**src/rtl/seq_det_pkg.sv**
```systemverilog
// Shared types and default sizes for the serial pattern detector.
package seq_det_pkg;

   localparam int DEF_PAT_WIDTH = 4;
   localparam int DEF_CNT_WIDTH = 8;

   typedef enum logic [1:0] {
      EMPTY   = 2'd0,
      FILLING = 2'd1,
      ARMED   = 2'd2
   } seq_state_t;

endpackage

```
**src/rtl/seq_detector_param_if.sv**
```systemverilog
// Serial bit stream, pattern load and match status bundle.
interface seq_detector_param_if
   import seq_det_pkg::*;
#(
   parameter int PAT_WIDTH = DEF_PAT_WIDTH,
   parameter int CNT_WIDTH = DEF_CNT_WIDTH
);
   logic                 bit_in;
   logic                 bit_valid;
   logic                 load;
   logic [PAT_WIDTH-1:0] pat_in;
   logic                 overlap;
   logic                 out;
   logic [CNT_WIDTH-1:0] match_count;
   logic                 armed;

   modport master (
      output bit_in, bit_valid, load, pat_in, overlap,
      input  out, match_count, armed
   );

   modport slave (
      input  bit_in, bit_valid, load, pat_in, overlap,
      output out, match_count, armed
   );
endinterface

```
**src/rtl/seq_detector_param_sat_counter.sv**
```systemverilog
// Saturating up-counter with synchronous clear; holds at all-ones.
module sat_counter #(
   parameter int CNT_WIDTH = 8
) (
   input  logic                 clk,
   input  logic                 clr,
   input  logic                 inc,
   output logic [CNT_WIDTH-1:0] count
);
   logic [CNT_WIDTH-1:0] count_d, count_q;

   // next count: step on inc unless already saturated
   always_comb begin
      count_d = count_q;
      if (inc && (count_q != {CNT_WIDTH{1'b1}})) begin
         count_d = count_q + 1'b1;
      end
   end

   // count register, clear dominates
   always_ff @(posedge clk) begin
      if (clr) begin
         count_q <= '0;
      end else begin
         count_q <= count_d;
      end
   end

   assign count = count_q;
endmodule

```
**src/rtl/seq_detector_param.sv**
```systemverilog
// Serial pattern detector with runtime-loadable pattern.
//
//   state   | meaning
//   --------+-----------------------------------------------
//   EMPTY   | no valid bits in history (after reset/load/non-overlap match)
//   FILLING | 0 < fill < PAT_WIDTH
//   ARMED   | history holds PAT_WIDTH valid bits
module seq_detector_param
   import seq_det_pkg::*;
#(
   parameter int                   PAT_WIDTH = DEF_PAT_WIDTH,
   parameter int                   CNT_WIDTH = DEF_CNT_WIDTH,
   parameter logic [PAT_WIDTH-1:0] RESET_PAT = 4'b1011
) (
   input logic                 clk,
   input logic                 reset,
   seq_detector_param_if.slave bus
);
   localparam int             FW        = $clog2(PAT_WIDTH + 1);
   localparam logic [FW-1:0]  FILL_FULL = FW'(PAT_WIDTH);

   seq_state_t           state_d, state_q;
   logic [PAT_WIDTH-1:0] pat_d, pat_q;
   logic [PAT_WIDTH-1:0] hist_d, hist_q;
   logic [FW-1:0]        fill_d, fill_q;
   logic                 out_d, out_q;
   logic                 armed_d, armed_q;

   logic                 shift_en;
   logic [PAT_WIDTH-1:0] window;
   logic [FW-1:0]        fill_inc;
   logic                 match;

   // load beats a same-cycle valid bit, so the bit never enters history
   assign shift_en = bus.bit_valid && !bus.load;
   assign window   = {hist_q[PAT_WIDTH-2:0], bus.bit_in};
   assign fill_inc = (fill_q == FILL_FULL) ? fill_q : fill_q + 1'b1;
   assign match    = shift_en && (window == pat_q) && (fill_inc == FILL_FULL);

   // next-state: history, fill, pattern and FSM state
   always_comb begin
      pat_d  = pat_q;
      hist_d = hist_q;
      fill_d = fill_q;
      out_d  = 1'b0;
      if (bus.load) begin
         pat_d  = bus.pat_in;
         hist_d = '0;
         fill_d = '0;
      end else if (shift_en) begin
         hist_d = window;
         fill_d = fill_inc;
         if (match) begin
            out_d = 1'b1;
            if (!bus.overlap) begin
               hist_d = '0;
               fill_d = '0;
            end
         end
      end

      if (fill_d == '0) begin
         state_d = EMPTY;
      end else if (fill_d == FILL_FULL) begin
         state_d = ARMED;
      end else begin
         state_d = FILLING;
      end
      armed_d = (state_d == ARMED);
   end

   // all detector registers; reset overrides load and valid bits
   always_ff @(posedge clk) begin
      if (reset) begin
         state_q <= EMPTY;
         pat_q   <= RESET_PAT;
         hist_q  <= '0;
         fill_q  <= '0;
         out_q   <= 1'b0;
         armed_q <= 1'b0;
      end else begin
         state_q <= state_d;
         pat_q   <= pat_d;
         hist_q  <= hist_d;
         fill_q  <= fill_d;
         out_q   <= out_d;
         armed_q <= armed_d;
      end
   end

   sat_counter #(
      .CNT_WIDTH (CNT_WIDTH)
   ) u_match_cnt (
      .clk   (clk),
      .clr   (reset),
      .inc   (match),
      .count (bus.match_count)
   );

   assign bus.out   = out_q;
   assign bus.armed = armed_q;
endmodule

```
**src/flat_wrapper.sv**
```systemverilog
// flat-port wrapper written by rule: the top's interface ports become plain ports
module seq_detector_param_flat import seq_det_pkg::*;
#(
   parameter int                   PAT_WIDTH = DEF_PAT_WIDTH,
   parameter int                   CNT_WIDTH = DEF_CNT_WIDTH,
   parameter logic [PAT_WIDTH-1:0] RESET_PAT = 4'b1011
)
  (clk, reset, bus_bit_in, bus_bit_valid, bus_load, bus_pat_in, bus_overlap, bus_out, bus_match_count, bus_armed);
  seq_detector_param_if #(.PAT_WIDTH(PAT_WIDTH), .CNT_WIDTH(CNT_WIDTH)) bus_i ();
  input logic clk;
  input logic reset;
  input wire logic [$bits(bus_i.bit_in)-1:0] bus_bit_in;
  input wire logic [$bits(bus_i.bit_valid)-1:0] bus_bit_valid;
  input wire logic [$bits(bus_i.load)-1:0] bus_load;
  input wire logic [$bits(bus_i.pat_in)-1:0] bus_pat_in;
  input wire logic [$bits(bus_i.overlap)-1:0] bus_overlap;
  output wire logic [$bits(bus_i.out)-1:0] bus_out;
  output wire logic [$bits(bus_i.match_count)-1:0] bus_match_count;
  output wire logic [$bits(bus_i.armed)-1:0] bus_armed;
  assign bus_i.bit_in = bus_bit_in;
  assign bus_i.bit_valid = bus_bit_valid;
  assign bus_i.load = bus_load;
  assign bus_i.pat_in = bus_pat_in;
  assign bus_i.overlap = bus_overlap;
  assign bus_out = bus_i.out;
  assign bus_match_count = bus_i.match_count;
  assign bus_armed = bus_i.armed;
  seq_detector_param #(.PAT_WIDTH(PAT_WIDTH), .CNT_WIDTH(CNT_WIDTH), .RESET_PAT(RESET_PAT)) u_core (.clk(clk), .reset(reset), .bus(bus_i));
endmodule
```
**config.mk**
```make
export PLATFORM = sky130hd
export DESIGN_NAME = seq_detector_param_flat
export DESIGN_NICKNAME = d
export VERILOG_FILES = /design/src/rtl/seq_det_pkg.sv /design/src/rtl/seq_detector_param_if.sv /design/src/rtl/seq_detector_param_sat_counter.sv /design/src/rtl/seq_detector_param.sv /design/src/flat_wrapper.sv
export SDC_FILE = /design/constraint.sdc
export NUM_CORES = 1
export LEC_CHECK = 0
export BUFFER_PORTS_ARGS = -buffer_cell sky130_fd_sc_hd__buf_2
export CAP_MARGIN = 20
export CORE_MARGIN = 5
export CORE_UTILIZATION = 40
export DETAILED_ROUTE_END_ITERATION = 16
export SLEW_MARGIN = 0
export SYNTH_ARGS = -nofsm -noshare
export SYNTH_HDL_FRONTEND = slang
export SYNTH_SLANG_ARGS = --single-unit
```
**constraint.sdc**
```tcl
create_clock -name clk -period 2.27 [get_ports clk]
set_input_delay 0.454 -clock clk [delete_from_list [all_inputs] [get_ports clk]]
set_output_delay 0.454 -clock clk [all_outputs]
set_load 0.005 [all_outputs]
```
---- Word level (Yosys, flattened, before mapping) ----
Cells that the tools add are included.
W data, S select, Z words.
cells by class
  add/subtract/negate cells ............... 2
  equal/unequal tests ..................... 6
  muxes and demuxes ....................... 10
  bitwise logic cells ..................... 1
  reduce and logical (&&, ||, !) cells .... 8
operators with widths
  kind                   count
  $mux W3                7
  $eq A3 B3 Y1 const B   3
  $add A8 B1 Y8 const B  1
  $ne A8 B8 Y1 const B   1
  $eq A4 B4 Y1           1
  $logic_and A1 B1 Y1    4
  $mux W2                2
  $add A3 B1 Y3 const B  1
  $logic_not A3 Y1       1
  $reduce_or A3 Y1       1
  $eq A2 B2 Y1 const B   1
  $reduce_or A2 Y1       1
  $logic_not A1 Y1       1
  $mux W1                1
  $not A1 Y1             1
word-level totals
  register bits ........................... 20
  output and inout bits ................... 10

---- Depth between registers and ports, before layout ----
Gate-level depths: netlist of the first run.
  depth after elaboration ................. 11
  mapped depth ............................ 8
  depth with buffers taken out ............ 7

---- By module ----
A second synthesis of the first run with hierarchy kept.
unflattened totals
  cell total of the unflattened synthesis .. 120
  area, all modules ....................... 1107.3 µm²
by module, submodules not included
  module              instances  cells each  area an instance (µm²)  seq. area each (µm²)
  seq_detector_param  1          74          676.9                   240.2
  sat_counter         1          46          430.4                   160.2

---- Least setup slack after synthesis of the first run ----
Ideal clock, no wire load.
  path kind ............................... register to register
  from .................................... reg u_core.fill_q[0]
  to ...................................... reg u_core.u_match_cnt.count_q[0] (netlist: u_core.u_match_cnt.count[0])
  library setup time ...................... 0.123 ns
  arrival time ............................ 2.202 ns
  required time ........................... 2.147 ns
  path slack .............................. -0.055 ns
  cell stages (with the launch flop) ...... 9
  buffers on the path ..................... 1
  path through ............................ dfxtp_1 -> inv_1 -> ha_1 -> nor4b_1 -> nor3_1 -> or4_4 -> buf_6 -> nor2_1 -> mux2_1
on the way
  word-level cells in the longest chain between the ends .. 5
  elaborated cells on any way between the ends .. 6
  those cells by class .................... add/sub (1); eq/ne (2); mux (1); reduce/logical (2)
ends and longest elaborated chain
  what                                           line                                  source
  from (decl)                                    seq_detector_param.sv:25              logic [FW-1:0] fill_d, fill_q;
  from (signal assigned)                         seq_detector_param.sv:85              fill_q <= fill_d;
  $add A3 B1 Y3 or $eq A3 B3 Y1 (tied branches)  seq_detector_param.sv:37              assign fill_inc = (fill_q == FILL_FULL) ? fill_q : fill_q + 1'b1;
  $mux W3 (*)                                    seq_detector_param.sv:37
  $eq A3 B3 Y1 (*)                               seq_detector_param.sv:38              assign match = shift_en && (window == pat_q) && (fill_inc == FILL_FULL);
  $logic_and A1 B1 Y1 (*)                        seq_detector_param.sv:38
  $logic_and A1 B1 Y1 (*)                        seq_detector_param_sat_counter.sv:15  if (inc && (count_q != {CNT_WIDTH{1'b1}})) begin
  to (signal assigned)                           seq_detector_param_sat_counter.sv:25  count_q <= count_d;
  to (decl)                                      seq_detector_param_sat_counter.sv:10  logic [CNT_WIDTH-1:0] count_d, count_q;
Every way passes the cells marked *; elsewhere a longest branch is shown, timed or not.
A chain may end at the register's enable or synchronous reset.

---- Final worst setup path of the first run ----
  from .................................... reg u_core.fill_q[0]
  to ...................................... reg u_core.u_match_cnt.count_q[6] (netlist: u_core.u_match_cnt.count[6])
The elaborated chain is that of the path after synthesis.

==> qor.tcl, run 1 <==
set qor(nets) 165
set qor(min_delay_path_depth) 3
set qor(grt_pass1_vias) 946
set qor(cp.buffers_inverters) 1
set qor(rsz_0062_raised_after_global_routing) {true}
set qor(synth_fp_nets) 135
set qor(hold_violations) 0
set qor(dr_total_vias) 1004
set qor(synth-async-reset-ratio_pct) 0
set qor(cts_max_path_buffers) 2
set qor(p_per_area_nw_per_um2) 446.9
set qor(max_cap_violations) 0
set qor(path_class) {flop to flop}
set qor(cp_max_fo) 5
set qor(floorplan.die.height_um) 61.29
set qor(combined_global_route_utilization_of_all_metal_layers_pct) 14.14
set qor(routabilityCongestion) 0.8249
set qor(syn_inst) 122
set qor(global_route_wire_length_before_repair_mm) 4.064
set qor(list_of_most_frequent_post_synthesis_cells) {sky130_fd_sc_hd__dfxtp_1, sky130_fd_sc_hd__nand2_1, sky130_fd_sc_hd__nor2_1, sky130_fd_sc_hd__inv_1}
set qor(regToRegStartpoint) {u_core.fill_q[0]}
set qor(dominant_delay_contributor_by_cell_family_on_the_critical_path) {simple AND/OR/NAND/NOR gates}
set qor(power.total_uw) 596.0
set qor(synth.top_cells.by_area) {sky130_fd_sc_hd__dfxtp_1, sky130_fd_sc_hd__nand2_1, sky130_fd_sc_hd__mux2i_1}
set qor(worst_hold_path_type) {primary input to flop}
set qor(peakVddDrop_uv) 517.2
set qor(hold-path-endpoint) {u_core.pat_q[3]}
set qor(status) {finished, final reports clean}
set qor(critPathCaptureType) {flop}
set qor(placed_cells_incl_taps) 174
set qor(drt-pass1-iter-count) 4
set qor(port_buffers) 19
set qor(stdcell_area_um2) 1334
set qor(number_of_max_slew_violations_in_the_final_report) 0
set qor(synth_edf_count) 0
set qor(cts-buffers-inserted) 3
set qor(synth_seq_cells) 20
set qor(worst-endpoint-required_ps) 2490
set qor(finalNonFillerCells) 180
set qor(netlist_area_um2) 1052
set qor(post_synth.cell_area_avg_um2) 8.625
set qor(floorplan.die.width_um) 61.29
set qor(average_vias_per_placed_instance) 5.578
set qor(critical_path.reg2reg.endpoint) {u_core.u_match_cnt.count[6]}
set qor(timing.fmax_mhz) 448.3
set qor(clkTransAtPathRegs_ps) 110
set qor(final_min_period_over_clock_period_pct) 98.28
set qor(worst_setup_path_startpoint) {u_core.fill_q[0]}
set qor(unique_cell_type_count_in_the_yosys_netlist) 39
set qor(timing.critical_path.arrival_ps) 2450
set qor(static-leakage-power_nw) 0.5363
set qor(timing.clock.skew_ps) 4.308
set qor(timing.critical_path.slowest_cell_delay_ps) 550
set qor(maximum_number_of_pins_on_one_net_before_global_route_repair) 13
set qor(initial_core_util_pct) 42.09
set qor(drcViolationCount) 0
set qor(synthDominantCellAreaShare_pct) 38.05
set qor(totalWireLength_mm) 2.564
set qor(min_from) {bus_pat_in[3]}
set qor(timing.final.setup_violations) 0
set qor(slew_headroom_pct) 75.70
set qor(floorplan.core_area_um2) 2500
set qor(globalRoute.totalOverflow) 0
set qor(dpl-instance-area_um2) 1211
set qor(cp_cell_sequence) {inv_2 > ha_4 > nor4b_4 > nor3_4 > or4_4 > or3_4 > a221oi_2}
set qor(clock_sink_count) 20
set qor(yosysTopAreaCell) {sky130_fd_sc_hd__dfxtp_1}
set qor(r2r_setup_slack_ps) 40
set qor(seq_area_frac_synth_pct) 38.05
set qor(worst-slew-pin-transition_ps) 363.2
set qor(setup-tns-final_ps) 0
set qor(most_frequently_used_cell_type_in_the_post_synthesis_netlist) {sky130_fd_sc_hd__dfxtp_1}
set qor(critical_path.startpoint_type) {flop}
set qor(detail_route.iter0.violations) 10
set qor(rr_worst_depth) 7
set qor(dp_hpwl_mm) 1.779
set qor(final_layout_size_suffix_gt1_share_pct) 32.00
set qor(design.die.area_um2) 3756
set qor(ys_dominant_reg_cell) {sky130_fd_sc_hd__dfxtp_1}
set qor(timing.final.crit_period_ps) 2231
set qor(antenna_violations_before_repair) 0
set qor(ant_nets) 0
set qor(holdBufCountCts) 0
set qor(fp-row-count) 18
set qor(antenna_cells_inserted) 0
set qor(cts_tree) {built}
set qor(design.portCount) 20
set qor(cts_htree_levels) 1
set qor(wl_per_cell_um) 14.24
set qor(clock-root-buffer) {sky130_fd_sc_hd__clkbuf_4}
set qor(layout-area-overhead-vs-synth_pct) 26.75
set qor(yosys_warnings) 0
set qor(clk-insertion-delay-late_ps) 290
set qor(critPathSlowestCell) {sky130_fd_sc_hd__or4_4}
-- worst reg2reg max path, cell delays in order, from the launching register on --
cell and delay (ps):
sky130_fd_sc_hd__dfxtp_2 370, sky130_fd_sc_hd__inv_2 50, sky130_fd_sc_hd__ha_4 260, sky130_fd_sc_hd__nor4b_4 310, sky130_fd_sc_hd__nor3_4 80, sky130_fd_sc_hd__or4_4 550, sky130_fd_sc_hd__or3_4 340, sky130_fd_sc_hd__a221oi_2 200
-- registers in the layout, indices dropped and copies added (netlist names) --
register	flops
u_core.fill_q	3
u_core.pat_q	4
u_core.bus.out	1
u_core.u_match_cnt.count	8
u_core.hist_q	3
u_core.bus.armed	1
-- cell families (layout without fill, tap and decap cells) --
family,after synthesis,count (layout),synth area share [%]
AND/OR/NAND/NOR,55,56,28.30
XOR/XNOR,2,2,1.665
multiplexers,5,5,4.875
adder cells (fa/ha/maj),3,3,3.568
flip-flops,20,20,38.05
AO/OA/AOI/OAI,23,23,17.00
buffers and inverters,14,41,6.538
-- where the power goes --
part	switching, mW	total (mW)	internal [mW]	leakage [nW]
combinational	0.0372	0.0691	0.0319	0.359
clock	0.103	0.164	0.0618	0.0138
sequential	0.00510	0.363	0.357	0.163
-- area by class of cell --
cell class,count,area (um2)
Inverter,9,33.78
Clock buffer,3,22.52
Tap cell,30,37.54
Multi-Input combinational cell,89,663.1
Timing Repair Buffer,29,173.9
Sequential cell,20,402.9
Fill cell,230,1166
-- stage by stage --
stage / setup WS [ps] / hold WS [ps] / util [%]
final: 39.13 / 371.6 / 53.35
after CTS: 1.442 / 366.1 / 49.60
after global placement: 48.99 / 477.1 / 48.45
after floorplan: 0.9930 / 456.4 / -
after detailed placement: -25.18 / 487.4 / 48.45
after global routing: -67.76 / 373.4 / 53.35
-- what timing repair did --
item,in CTS,in global routing
setup endpoints to repair,4,12
cloned,0,1
setup buffers,0,2
pin swaps,0,4
resized for setup,1,14
-- placed cells by master, fill, tap and decap left out, drive strengths merged, types with 4 or more instances in the layout --
cell and n:
a21oi 5, buf 29, dfxtp 20, inv 9, mux2i 4, nand2 14, nand2b 5, nor2 10
o31ai 5, or3 5, or4 5
-- how the worst max path moves through the flow --
stage,endpoint,cells past startpoint
2_1_floorplan,u_core.u_match_cnt.count[0],8
3_3_place_gp,u_core.u_match_cnt.count[0],7
3_5_place_dp,u_core.u_match_cnt.count[5],7
4_1_cts,u_core.u_match_cnt.count[5],7
5_1_grt,u_core.u_match_cnt.count[6],7
6_report,u_core.u_match_cnt.count[6],7
-- routing by layer --
layer / wire, um / GRT usage (%) / up-vias
li1: - / - / 500
met2: 1239 / 23.72 / 22
met5: 0 / 0 / -
met4: 30 / 3.096 / 0
met3: 115 / 3.983 / 4
met1: 1178 / 18.02 / 478
(Power assumes the default switching activity.)
==> run 2, diff against run 1 <==
SETUP_SLACK_MARGIN = 0.2   (was unset)
==> qor.tcl, run 2 (synthesized netlist as in run 1, its figures left out) <==
set qor(status) {finished, final reports clean} ;# unchanged
set qor(maximum_number_of_pins_on_one_net_before_global_route_repair) 13 ;# unchanged
set qor(cp_cell_sequence) {inv_2 > ha_4 > nor4b_4 > nor3_2 > or4_4 > buf_4 > nor2_4 > mux2_4} ;# was inv_2 > ha_4 > nor4b_4 > nor3_4 > or4_4 > or3_4 > a221oi_2
set qor(antenna_violations_before_repair) 0 ;# unchanged
set qor(average_vias_per_placed_instance) 5.415 ;# was 5.578
set qor(timing.fmax_mhz) 464.7 ;# was 448.3 MHz
set qor(static-leakage-power_nw) 0.5141 ;# was 0.5363 nW
set qor(dr_total_vias) 953 ;# was 1004
set qor(timing.clock.skew_ps) 4.344 ;# was 4.308 ps
set qor(global_route_wire_length_before_repair_mm) 3.919 ;# was 4.064 mm
set qor(drcViolationCount) 0 ;# unchanged
set qor(ant_nets) 0 ;# unchanged
set qor(mostFrequentLayoutCell) {sky130_fd_sc_hd__buf_2} ;# unchanged
set qor(slew_headroom_pct) 79.08 ;# was 75.70%
set qor(cp.buffers_inverters) 2 ;# was 1
set qor(cp_max_fo) 8 ;# was 5
set qor(wl_per_cell_um) 13.26 ;# was 14.24 um
set qor(cts-buffers-inserted) 3 ;# unchanged
set qor(floorplan.die.width_um) 61.29 ;# unchanged
set qor(fp-row-count) 18 ;# unchanged
set qor(path_class) {flop to flop} ;# unchanged
set qor(layout.core_utilization_pct) 52.55 ;# was 53.35%
set qor(floorplan.core_area_um2) 2500 ;# unchanged
set qor(worst-slew-pin-transition_ps) 310.9 ;# was 363.2 ps
set qor(critical_path.reg2reg.endpoint) {u_core.u_match_cnt.count[0]} ;# was u_core.u_match_cnt.count[6]
set qor(dp_hpwl_mm) 1.773 ;# was 1.779 mm
set qor(rsz_0062_raised_after_global_routing) {true} ;# unchanged
set qor(critPathCaptureType) {flop} ;# unchanged
set qor(timing.final.crit_period_ps) 2152 ;# was 2231 ps
set qor(layout-area-overhead-vs-synth_pct) 24.85 ;# was 26.75%
set qor(min_delay_path_depth) 3 ;# unchanged
set qor(timing.final.setup_violations) 0 ;# unchanged
set qor(critical_path.startpoint_type) {flop} ;# unchanged
set qor(critPathSlowestCell) {sky130_fd_sc_hd__or4_4} ;# unchanged
set qor(min_from) {bus_pat_in[3]} ;# unchanged
set qor(peakVddDrop_uv) 373.1 ;# was 517.2 uV
set qor(clkTransAtPathRegs_ps) 110 ;# about the same
set qor(routabilityCongestion) 0.7982 ;# was 0.8249
set qor(number_of_max_slew_violations_in_the_final_report) 0 ;# unchanged
set qor(r2r_setup_slack_ps) 120 ;# was 40 ps
set qor(max_cap_violations) 0 ;# unchanged
set qor(worst_hold_path_type) {primary input to flop} ;# unchanged
set qor(drt-pass1-iter-count) 4 ;# unchanged
set qor(cts_htree_levels) 1 ;# unchanged
set qor(totalWireLength_mm) 2.333 ;# was 2.564 mm
set qor(final_min_period_over_clock_period_pct) 94.80 ;# was 98.28%
set qor(clock_sink_count) 20 ;# unchanged
set qor(regToRegStartpoint) {u_core.fill_q[0]} ;# unchanged
set qor(design.portCount) 20 ;# unchanged
set qor(worst-endpoint-required_ps) 2480 ;# was 2490 ps
set qor(globalRoute.totalOverflow) 0 ;# unchanged
set qor(p_per_area_nw_per_um2) 479.3 ;# was 446.9 nW/um2
set qor(final_cell_mix) {sky130_fd_sc_hd__buf_2, sky130_fd_sc_hd__dfxtp_1, sky130_fd_sc_hd__nand2_1, sky130_fd_sc_hd__nor2_1, sky130_fd_sc_hd__inv_1} ;# was sky130_fd_sc_hd__buf_2, sky130_fd_sc_hd__dfxtp_1, sky130_fd_sc_hd__nand2_1, sky130_fd_sc_hd__nor2_1, sky130_fd_sc_hd__buf_4
set qor(dominant_delay_contributor_by_cell_family_on_the_critical_path) {simple AND/OR/NAND/NOR gates} ;# unchanged
set qor(max_ffs_per_register) 8 ;# unchanged
set qor(port_buffers) 19 ;# unchanged
set qor(timing.critical_path.slowest_cell_delay_ps) 470 ;# was 550 ps
set qor(hold_violations) 0 ;# unchanged
set qor(cts_max_path_buffers) 2 ;# unchanged
set qor(timing.critical_path.arrival_ps) 2360 ;# was 2450 ps
set qor(grt_pass1_vias) 909 ;# was 946
set qor(hold-path-endpoint) {u_core.pat_q[3]} ;# unchanged
set qor(design.die.area_um2) 3756 ;# unchanged
set qor(layout.filler_cells) 242 ;# was 230
set qor(rr_worst_depth) 8 ;# was 7
set qor(clock-root-buffer) {sky130_fd_sc_hd__clkbuf_4} ;# unchanged
set qor(initial_core_util_pct) 42.09 ;# unchanged
set qor(floorplan.die.height_um) 61.29 ;# unchanged
set qor(cts_tree) {built} ;# unchanged
set qor(clk-insertion-delay-late_ps) 300 ;# was 290 ps
set qor(nets) 160 ;# was 165
set qor(setup-tns-final_ps) 0 ;# unchanged
set qor(antenna_cells_inserted) 0 ;# unchanged
set qor(detail_route.iter0.violations) 24 ;# was 10
set qor(combined_global_route_utilization_of_all_metal_layers_pct) 14.10 ;# was 14.14%
set qor(final_layout_size_suffix_gt1_share_pct) 33.56 ;# was 32.00%
==> run 2: worst max-delay path by stage <==
stage / start / end / slack [ps] / depth (start not counted)
6_report: u_core.fill_q[0] / u_core.u_match_cnt.count[0] / 120 / 8
5_1_grt: u_core.fill_q[1] / u_core.u_match_cnt.count[6] / 40 / 7
4_1_cts: u_core.fill_q[1] / u_core.u_match_cnt.count[4] / 150 / 7
3_5_place_dp: bus_bit_valid / u_core.u_match_cnt.count[0] / 140 / 6
2_1_floorplan: u_core.fill_q[0] / u_core.u_match_cnt.count[6] / 200 / 7
3_3_place_gp: bus_bit_valid / u_core.u_match_cnt.count[6] / 170 / 6
==> run 2: metal layers <==
metal  vias to the layer above  GRT usage (%)  routed length, um
li1                        489              -                  -
met1                       441          17.15               1077
met2                        21          23.72               1076
met3                         2          5.451                164
met4                         0          2.786                 15
met5                         -              0                  0
==> run 2: layout make-up <==
type                    count  area (um2)  area share [%]
flip-flops and latches     20       405.4           30.86
repair buffers             25       140.1           10.67
well taps                  30       37.54           2.857
clock buffers               4       36.28           2.762
inverters                   9       33.78           2.571
multi-input cells          88       660.6           50.29
==> run 2: what timing repair did <==
item | 4_1_cts | 5_1_grt
setup endpoints to repair | 4 | 11
setup buffers | 1 | 2
pin swaps | 1 | 2
gates resized for setup | 2 | 7
hold buffers | 0 | 0
==> run 2: worst reg2reg max path, stage by stage (launching register included) <==
cell,delay [ps]
sky130_fd_sc_hd__dfxtp_4,400
sky130_fd_sc_hd__inv_2,50
sky130_fd_sc_hd__ha_4,180
sky130_fd_sc_hd__nor4b_4,280
sky130_fd_sc_hd__nor3_2,80
sky130_fd_sc_hd__or4_4,470
sky130_fd_sc_hd__buf_4,170
sky130_fd_sc_hd__nor2_4,120
sky130_fd_sc_hd__mux2_4,310
==> run 2: power by group <==
part | switching (mW) | internal, mW | leakage [nW] | total, mW
sequential | 0.00561 | 0.357 | 0.163 | 0.362
clock | 0.109 | 0.0980 | 0.0210 | 0.207
combinational | 0.0330 | 0.0274 | 0.330 | 0.0604
total | 0.148 | 0.482 | 0.514 | 0.630
==> run 2: through the flow <==
step | worst slack (ps) | hold WS [ps] | std cells | instance area (um2) | power [mW]
3_5_place_dp | 135.4 | 483.9 | 169 | 1217 | 0.4295
5_1_grt | 41.18 | 349.3 | 176 | 1314 | 0.6631
3_3_place_gp | 172.6 | 475.1 | 169 | 1217 | 0.4283
6_report | 118.0 | 354.8 | 176 | 1314 | 0.6297
4_1_cts | 154.8 | 346.2 | 174 | 1269 | 0.6367
2_1_floorplan | 201.8 | 456.3 | 122 | 1100 | 0.4113
==> run 3, diff against run 2 <==
ABC_AREA = 1   (was unset)
CORE_UTILIZATION = 49   (was 40)
PLACE_DENSITY = 0.74   (was unset)
==> qor.tcl, run 3 <==
set qor(cp.buffers_inverters) 1 ;# was 2
set qor(peakVddDrop_uv) 392.5 ;# was 373.1 uV
set qor(drt-pass1-iter-count) 4 ;# unchanged
set qor(ant_nets) 0 ;# unchanged
set qor(cts_htree_levels) 1 ;# unchanged
set qor(clock_sink_count) 20 ;# unchanged
set qor(p_seq_share_pct) 59.6 ;# was 57.6%
set qor(critPathSlowestCell) {sky130_fd_sc_hd__dfxtp_1} ;# was sky130_fd_sc_hd__or4_4
set qor(globalRoute.totalOverflow) 0 ;# unchanged
set qor(hold_violations) 0 ;# unchanged
set qor(netlist_area_um2) 1155 ;# was 1052 um2
set qor(internal_cell_power_uw) 455.1 ;# was 482.2 uW
set qor(grt_pass1_vias) 984 ;# was 909
set qor(power.total_uw) 620.3 ;# was 629.7 uW
set qor(layout.core_utilization_pct) 58.21 ;# was 52.55%
set qor(average_vias_per_placed_instance) 5.226 ;# was 5.415
set qor(r2r_setup_slack_ps) 530 ;# was 120 ps
set qor(timing.fmax_mhz) 575.6 ;# was 464.7 MHz
set qor(timing.final.setup_violations) 0 ;# unchanged
set qor(drcViolationCount) 0 ;# unchanged
set qor(clk-insertion-delay-late_ps) 290 ;# was 300 ps
set qor(post-cts-setup-buffer-count) 0 ;# was 1
set qor(combined_global_route_utilization_of_all_metal_layers_pct) 15.03 ;# was 14.10%
set qor(dr_total_vias) 1087 ;# was 953
set qor(holdBufCountCts) 0 ;# unchanged
set qor(cts-buffers-inserted) 3 ;# unchanged
set qor(synth_seq_cells) 20 ;# unchanged
set qor(design.portCount) 20 ;# unchanged
set qor(design.die.area_um2) 3428 ;# was 3756 um2
set qor(final_layout_size_suffix_gt1_share_pct) 20.56 ;# was 33.56%
set qor(max_cap_violations) 0 ;# unchanged
set qor(synthDominantCellAreaShare_pct) 34.67 ;# was 38.05%
set qor(global_route_wire_length_before_repair_mm) 4.077 ;# was 3.919 mm
set qor(clkTransAtPathRegs_ps) 100 ;# was 110 ps
set qor(critPathCaptureType) {flop} ;# unchanged
set qor(detail_route.iter0.violations) 38 ;# was 24
set qor(post_synth.cell_area_avg_um2) 7.218 ;# was 8.625 um2
set qor(synth_compound_area_share_pct) 10.62 ;# was 17.00%
set qor(number_of_max_slew_violations_in_the_final_report) 0 ;# unchanged
set qor(total_switching_power_uw) 165.3 ;# was 147.5 uW
set qor(final_min_period_over_clock_period_pct) 76.53 ;# was 94.80%
set qor(rsz_0062_raised_after_global_routing) {false} ;# was true
set qor(power.share.combinational_pct) 14.5 ;# was 9.6%
set qor(static-leakage-power_nw) 0.6390 ;# was 0.5141 nW
set qor(worst-slew-pin-transition_ps) 313.9 ;# was 310.9 ps
set qor(setup-tns-final_ps) 0 ;# unchanged
set qor(yosysTopAreaCell) {sky130_fd_sc_hd__dfxtp_1} ;# unchanged
set qor(unique_cell_type_count_in_the_yosys_netlist) 25 ;# was 39
set qor(synth_fp_nets) 173 ;# was 135
set qor(synth-async-reset-ratio_pct) 0 ;# unchanged
set qor(routabilityCongestion) 0.7754 ;# was 0.7982
set qor(most_frequently_used_cell_type_in_the_post_synthesis_netlist) {sky130_fd_sc_hd__nand2_1} ;# was sky130_fd_sc_hd__dfxtp_1
set qor(layout-area-overhead-vs-synth_pct) 12.57 ;# was 24.85%
set qor(muxShareOfSynthArea_pct) 0 ;# was 4.875%
set qor(p_per_area_nw_per_um2) 477.2 ;# was 479.3 nW/um2
set qor(cp_cell_sequence) {inv_1 > ha_1 > nand2_1 > nand2_1 > nand2_1 > nand3_2 > nor2_8 > nand3_4 > nand2_1 > a21oi_1} ;# was inv_2 > ha_4 > nor4b_4 > nor3_2 > or4_4 > buf_4 > nor2_4 > mux2_4
set qor(floorplan.die.width_um) 58.55 ;# was 61.29 um
set qor(nets) 195 ;# was 160
set qor(cts_tree) {built} ;# unchanged
set qor(placed_cells_incl_taps) 205 ;# was 169
set qor(path_common_cell) {sky130_fd_sc_hd__nand2_1}
set qor(port_buffers) 19 ;# unchanged
set qor(timing.critical_path.slowest_cell_delay_ps) 370 ;# was 470 ps
set qor(main_combinational_cell_family_by_area_after_synthesis) {simple AND/OR/NAND/NOR gates} ;# unchanged
set qor(timing.clock.skew_ps) 4.207 ;# was 4.344 ps
set qor(synth_simple_gate_area_share_pct) 39.11 ;# was 28.30%
set qor(synth-adder-area-share_pct) 3.250 ;# was 3.567%
set qor(mostFrequentLayoutCell) {sky130_fd_sc_hd__nand2_1} ;# was sky130_fd_sc_hd__buf_2
set qor(critical_path.startpoint_type) {flop} ;# unchanged
set qor(fp-row-count) 17 ;# was 18
set qor(floorplan.core_area_um2) 2233 ;# was 2500 um2
set qor(slew_headroom_pct) 78.85 ;# was 79.08%
set qor(timing.final.crit_period_ps) 1737 ;# was 2152 ps
set qor(cts_max_path_buffers) 2 ;# unchanged
set qor(yosys_warnings) 0 ;# unchanged
set qor(finalNonFillerCells) 208 ;# was 176
set qor(synth_edf_count) 0 ;# unchanged
set qor(worst-endpoint-required_ps) 2450 ;# was 2480 ps
set qor(path_class) {flop to flop} ;# unchanged
set qor(clock-root-buffer) {sky130_fd_sc_hd__clkbuf_4} ;# unchanged
set qor(floorplan.die.height_um) 58.55 ;# was 61.29 um
set qor(dp_hpwl_mm) 1.869 ;# was 1.773 mm
set qor(hold_slack_ps) 364.1 ;# was 354.8 ps
set qor(dominant_delay_contributor_by_cell_family_on_the_critical_path) {simple AND/OR/NAND/NOR gates} ;# unchanged
set qor(switching_share_pct) 26.64 ;# was 23.43%
set qor(power.share.clock_pct) 25.9 ;# was 32.9%
set qor(initial_core_util_pct) 51.71 ;# was 42.09%
set qor(list_of_most_frequent_post_synthesis_cells) {sky130_fd_sc_hd__nand2_1, sky130_fd_sc_hd__dfxtp_1, sky130_fd_sc_hd__inv_1, sky130_fd_sc_hd__a21oi_1, sky130_fd_sc_hd__nor2_1} ;# was sky130_fd_sc_hd__dfxtp_1, sky130_fd_sc_hd__nand2_1, sky130_fd_sc_hd__nor2_1, sky130_fd_sc_hd__inv_1
set qor(status) {finished, final reports clean} ;# unchanged
set qor(ys_dominant_reg_cell) {sky130_fd_sc_hd__dfxtp_1} ;# unchanged
set qor(worst_hold_path_type) {primary input to flop} ;# unchanged
set qor(synth.top_cells.by_area) {sky130_fd_sc_hd__dfxtp_1, sky130_fd_sc_hd__nand2_1, sky130_fd_sc_hd__a21oi_1} ;# was sky130_fd_sc_hd__dfxtp_1, sky130_fd_sc_hd__nand2_1, sky130_fd_sc_hd__mux2i_1
set qor(seq_area_frac_synth_pct) 34.67 ;# was 38.05%
set qor(syn_inst) 160 ;# was 122
set qor(timing.critical_path.arrival_ps) 1910 ;# was 2360 ps
set qor(post_cts_sizing_count) 0 ;# was 2
set qor(final_cell_mix) {sky130_fd_sc_hd__nand2_1, sky130_fd_sc_hd__dfxtp_1, sky130_fd_sc_hd__buf_2, sky130_fd_sc_hd__inv_1, sky130_fd_sc_hd__a21oi_1} ;# was sky130_fd_sc_hd__buf_2, sky130_fd_sc_hd__dfxtp_1, sky130_fd_sc_hd__nand2_1, sky130_fd_sc_hd__nor2_1, sky130_fd_sc_hd__inv_1
set qor(synthXorXnorAreaFrac_pct) 4.550 ;# was 1.665%
set qor(totalWireLength_mm) 2.384 ;# was 2.333 mm
set qor(antenna_violations_before_repair) 0 ;# unchanged
set qor(wl_per_cell_um) 11.46 ;# was 13.26 um
set qor(maximum_number_of_pins_on_one_net_before_global_route_repair) 16 ;# was 13
set qor(antenna_cells_inserted) 0 ;# unchanged
set qor(max_ffs_per_register) 8 ;# unchanged
set qor(cp_max_fo) 9 ;# was 8
run 3: changes by cell type in the layout (fill, tap and decap cells not counted), sizes merged, moves of 6 or more:
cell / change
a21oi: +9
buf: -6
inv: +11
nand2: +30
nand3: +8
nand4: +10
o21ai: +9
run 3: layout make-up:
type                    instances  area, um2
fillers                       233      933.4
repair buffers                 19      95.09
well taps                      28      35.03
inverters                      22      82.58
flip-flops and latches         20      400.4
multi-input cells             116      664.4
clock buffers                   3      22.52
run 3: logic make-up after synthesis:
group / count (synthesis)
simple gates: 83
compound gates: 24
xor+xnor: 6
flops: 20
fa+ha+maj: 3
buf+inv: 24
run 3: worst paths after layout:
check,from,to,cells past startpoint
worst max register to register,u_core.fill_q[0],u_core.u_match_cnt.count[1],10
worst max-delay path,u_core.fill_q[0],u_core.u_match_cnt.count[1],10
worst min-delay path,bus_pat_in[1],u_core.pat_q[1],3
worst min register to register,u_core.pat_q[0],u_core.pat_q[0],2
run 3: stage by stage:
step / instance area (um2) / worst slack, ps
after floorplan: 1155 / 734.3
after global placement: 1277 / 639.5
after detailed placement: 1277 / 537.4
after CTS: 1300 / 518.2
after global routing: 1300 / 331.5
final: 1300 / 532.8
run 3: power groups by stage:
stage	sequential (mW)	clock (mW)	combinational (mW)
after global routing	0.371	0.191	0.101
after detailed placement	0.378	0	0.0898
after floorplan	0.376	0	0.0653
after global placement	0.377	0	0.0867
final	0.370	0.161	0.0901
after CTS	0.370	0.168	0.0901
run 3: layer usage:
metal	GRT usage, %	vias up	share of wire, %
li1	-	572	-
met1	19.01	491	46
met2	24.24	20	48
met3	3.070	4	4.6
met4	7.285	0	1.0
met5	0	-	0
run 3: tightest hold or removal path: cells and delay by family:
family	cells	cell delay [ps]
buffers and inverters	1	70
AND/OR/NAND/NOR	2	100
